File: config.mk
export PLATFORM = sky130hd
export DESIGN_NAME = irq_pending_latch
export DESIGN_NICKNAME = d
export VERILOG_FILES = /design/src/rtl/irq_pending_latch.sv
export SDC_FILE = /design/constraint.sdc
export NUM_CORES = 1
export LEC_CHECK = 0
export BUFFER_PORTS_ARGS = -buffer_cell sky130_fd_sc_hd__buf_2
export CORE_AREA = 10 10 47 49
export CTS_CLUSTER_SIZE = 24
export DETAILED_ROUTE_END_ITERATION = 6
export DIE_AREA = 0 0 57 59
export PLACE_DENSITY_LB_ADDON = 0.3
export SYNTH_ARGS = -nofsm -noshare
export SYNTH_HDL_FRONTEND = slang
export SYNTH_SLANG_ARGS = --single-unit
File: constraint.sdc
create_clock -name clk -period 1.8 [get_ports clk]
set_input_delay 0.09 -clock clk [delete_from_list [all_inputs] [get_ports clk]]
set_output_delay 0.09 -clock clk [all_outputs]
set_load 0.05 [all_outputs]
File: src/rtl/irq_pending_latch.sv
// irq_pending_latch: sticky interrupt pending latch with per-line edge/level capture,
// indexed acknowledge, output masking and lost-edge overflow flags.
module irq_pending_latch #(
   parameter int INPUT_LINES = 4,
   parameter int IDX_W = $clog2(INPUT_LINES)
) (
   input  logic                   clk,
   input  logic                   rst,
   input  logic [INPUT_LINES-1:0] irq_in,
   input  logic [INPUT_LINES-1:0] edge_mode,
   input  logic [INPUT_LINES-1:0] mask,
   input  logic                   ack_valid,
   input  logic [IDX_W-1:0]       ack_index,
   input  logic                   ovf_clear,
   output logic [INPUT_LINES-1:0] pending,
   output logic [INPUT_LINES-1:0] req_vec,
   output logic                   any_req,
   output logic [INPUT_LINES-1:0] overflow
);
   logic [INPUT_LINES-1:0] prev, set_ev, ack_ev;
   if (INPUT_LINES < 2) begin : g_chk
      $error("irq_pending_latch: INPUT_LINES must be at least 2");
   end
   // out-of-range indices match no line, so they acknowledge nothing
   for (genvar i = 0; i < INPUT_LINES; i++) begin : g_ack
      assign ack_ev[i] = ack_valid && (ack_index == IDX_W'(i));
   end
   assign set_ev  = irq_in & ~(edge_mode & prev);
   assign req_vec = pending & mask;
   assign any_req = |req_vec;
   always_ff @(posedge clk) begin
      if (rst) begin
         prev     <= '0;
         pending  <= '0;
         overflow <= '0;
      end else begin
         prev     <= irq_in;
         pending  <= set_ev | (pending & ~ack_ev);
         overflow <= (overflow & ~{INPUT_LINES{ovf_clear}}) | (edge_mode & set_ev & pending & ~ack_ev);
      end
   end
endmodule

# --- Word level (Yosys, flattened, before mapping) ---
# Index checks and enable logic that the tools add are counted.
totals:
  ff_bits: 12
  inputBits: 18
  output_inout_bits: 13
  elab_cells: 25
classes:
  eq_ne: 3
  bitwise: 13
  n_reduce_logical: 6
ops:
  columns: ["operator", "n"]
  rows:
  - ["4-bit bitwise AND", 8]
  - ["4-bit NOT", 3]
  - ["4-bit bitwise OR", 2]
  - ["2-bit == test, second input constant", 2]
  - ["1-bit logical AND", 4]
  - ["4-bit OR reduction", 1]
  - ["2-bit by 1-bit == test with 1-bit output, second input constant", 1]
  - ["2-bit logical NOT", 1]

# --- Depth between registers and ports, before layout ---
depth:
  word_depth: 7
  depth_mapped: 4
  depth_no_buf: 3

# --- Worst setup path before layout ---
# Ideal clock, no wire load.
synth_timing:
  kind: "register to output"
  from: "reg pending[0]"
  to: "out any_req"
  t_arrival_ps: 1511
  required_ps: 1710
  setup_slack_ps: 199
  path_stages_with_launch: 3
  n_path_buf: 0
  cell_sequence: "dfxtp_1 and2_1 or4_4"
synth_via:
  elab_chain_cells: 2
synth_lines:
  columns: ["item", "line_no", "text"]
  rows:
  - ["start: declaration", "15", "output logic [INPUT_LINES-1:0] pending,"]
  - ["start signal: assignment", "38", "pending <= set_ev | (pending & ~ack_ev);"]
  - ["4-bit bitwise AND", "29", "assign req_vec = pending & mask;"]
  - ["named net req_vec[0]", "16", "output logic [INPUT_LINES-1:0] req_vec,"]
  - ["4-bit OR reduction", "30", "assign any_req = |req_vec;"]
  - ["end: declaration", "17", "output logic any_req,"]
# The timed path passes the listed nets, and every way through them passes these cells.

# --- Final worst setup path ---
layout_timing:
  from: "reg pending[2]"
  to: "out any_req"
layout_via:
  elab_chain_cells: 2
layout_lines:
  columns: ["item", "line_no"]
  rows:
  - ["4-bit bitwise AND", "29"]
  - ["4-bit OR reduction", "30"]
# No other way between the ends.

==> summary.md <==
| Metric | Value |
|---|---|
| Outcome | `complete, no violations` |
| Die area | `0.003363 sq mm` |
| Avg Inst Size Synth | `8.596 sq um` |
| DR vias | `463` |
| Final ANT Viol Nets | `0` |
| Total gr overflow | `0` |
| Area leader, netlist | `dfxtp_1` |
| Gr usage total | `7.712%` |
| Global-route wire length before repair | `2090 microns` |
| Metal1 wirelength | `551 microns` |
| IO Count | `31` |
| Maximum clock path buffer count | `2` |
| Reg-to-reg critical path startpoint | `pending[3]` |
| Placed Cells | `99` |
| Crit path time final | `1546 ps` |
| Slew HR | `78.43%` |
| Clock latency on the worst-skew pair | `260 ps` |
| # DRC | `0` |
| Synth-to-Final Area Change | `40.43%` |
| Largest net degree at the start of global routing | `10` |
| Clk_skew | `0.1443 ps` |
| Final Setup Violations | `0` |
| Non-Filler Instances | `102` |
| Slew @ Worst Pin | `322.4 ps` |
| CTS sink count | `12` |
| Worst Hold Class | `in2reg` |
| Leak | `0.0003253 uW` |
| CP Class | `reg2out` |
| #FFs+latches synth | `12` |
| TNS Setup | `0 ps` |
| CTS HTree Levels | `1` |
| Clock slew at reported path FFs | `70 ps` |
| Top Layer Used | `met4` |
| Net count, final | `106` |
| Routed Wire Length | `1259 microns` |
| Die Span Y | `59 microns` |
| Post-synth top area share | `51.75%` |
| Pre-antenna DRT Iters | `4` |
| Mapped Cells | `54` |
| Initial DRC Count | `5` |
| Met2 WL post-DR | `537 microns` |
| CTS Buf Count | `3` |
| Share of cells above drive strength 1 | `41.86%` |
| Port Buf Inserts | `30` |
| Post-CTS Setup Bufs | `0` |
| GPL Wtd Cong | `0.7692` |
| Cts repair resizes | `0` |
| Width of the die | `57 microns` |
| # rows | `14` |
| TritonCTS clock tree | `yes` |
| Power Density | `890.5 mW/mm^2` |
| F_max | `647.0 MHz` |
| Met3 WL post-DR | `164 microns` |
| Clk root buf | `clkbuf_4` |
| Unique masters post-synth | `13` |
| Critical Path Sink Type | `primary output` |
| Vias in the first global route | `495` |
| Initial antenna violation count | `0` |
| CP required | `1710 ps` |
| Max FO, Critical Path | `3` |
| RSZ-0062 raised after global routing | `no` |
| Dpl hpwl | `1077 microns` |
| Fin util | `46.52%` |
| Slew Limit Fails | `0` |
| Number of max-cap violations | `0` |
| Syn_nets | `72` |
| ANT cells | `0` |
| Total chip power | `580.5 uW` |
| Final hold violation count | `0` |
| Final clock period utilization by the worst path | `85.86%` |
| Syn. warnings | `0` |
| Synth area leaders | `dfxtp_1 52%, nand2_1 11%, o21ai_0 8.6%` |
| Worst Setup Start Kind | `flop` |
| Vias per cell | `4.539` |
| Wirelength per Cell | `12.34 microns` |
| Register area share after synthesis | `51.75%` |
| Initial Util | `33.12%` |
| Hold Slack | `78.97 ps` |
| HP Start | `irq_in[0]` |
| VDD IR-drop max | `0.3733 mV` |
| Core ar. | `0.001401 sq mm` |
| Synthesized area | `464.2 sq um` |
| Hold-fix buffers, CTS | `0` |
| Worst endpoint data arrival time | `1460 ps` |
| Critical path origin | `pending[2]` |
==> cell type report <==
type	instances	area (sq um)
multi-input combinational	40	215.2
clock buffer	3	22.52
inverter	1	3.754
fill	155	749.5
tap	16	20.02
timing repair buffer	30	150.1
sequential	12	240.2
==> cells in the mapped netlist <==
library cell / n
inv_1: 1
dfxtp_1: 12
o21ai_0: 8
a21oi_1: 4
nor2_1: 1
nand2b_1: 1
nand3b_1: 4
clkbuf_2: 1
and2_1: 2
and2_4: 2
or4_4: 1
nand2_1: 13
nor2b_1: 4
==> critical path, stage by stage (launching register included) <==
cell and delay [ps]:
dfxtp_1 320, and2_4 140, or4_4 510, buf_2 220
==> per-layer routing <==
| layer | up-vias | GRT usage (%) |
|---|---|---|
| li1 | 245 | - |
| met1 | 194 | 8.262 |
| met2 | 22 | 11.32 |
| met3 | 2 | 4.506 |
| met4 | 0 | 5.034 |
| met5 | - | 0 |
==> cells in the final DEF, fill, tap and decap left out <==
| cell | synthesis | routed |
|---|---|---|
| a21oi_1 | 4 | 4 |
| and2_1 | 2 | 2 |
| and2_4 | 2 | 2 |
| buf_2 | 0 | 30 |
| clkbuf_4 | 0 | 3 |
| dfxtp_1 | 12 | 12 |
| inv_1 | 1 | 1 |
| nand2_1 | 13 | 13 |
| nand2b_1 | 1 | 1 |
| nand3b_1 | 4 | 4 |
| nor2_1 | 1 | 1 |
| nor2b_1 | 4 | 4 |
| o21ai_0 | 8 | 8 |
| or4_4 | 1 | 1 |
==> power breakdown <==
part           switching, uW  internal, uW  total [uW]
logic                   93.2          43.4         137
registers               6.61           279         286
clock network           80.7          77.2         158
total                    181           400         580
==> final timing paths <==
| check | end | slack [ps] | cells past startpoint |
|---|---|---|---|
| min | pending[0] | 80 | 3 |
| max | any_req | 250 | 3 |
| min reg2reg | overflow[0] | 450 | 2 |
| max reg2reg | overflow[3] | 1090 | 2 |
==> cells by family (layout without fill, tap and decap cells) <==
logic type	count (synthesis)	count (layout)	share of synthesized area (%)
flops	12	12	51.75
simple gates	28	28	33.42
buf+inv	2	34	1.885
compound gates	12	12	12.94
==> flip-flops by register name, indices dropped and copies added (netlist names) <==
| signal | count |
|---|---|
| overflow | 4 |
| pending | 4 |
| prev | 4 |
==> metrics by stage <==
| stage | setup slack, ps | area [sq um] |
|---|---|---|
| 6_report | 254.5 | 651.9 |
| 5_1_grt | 221.1 | 651.9 |
| 4_1_cts | 243.8 | 651.9 |
| 3_5_place_dp | 539.3 | 629.4 |
| 3_3_place_gp | 558.8 | 629.4 |
| 2_1_floorplan | 198.5 | 464.2 |
(Power assumes the default switching activity.)
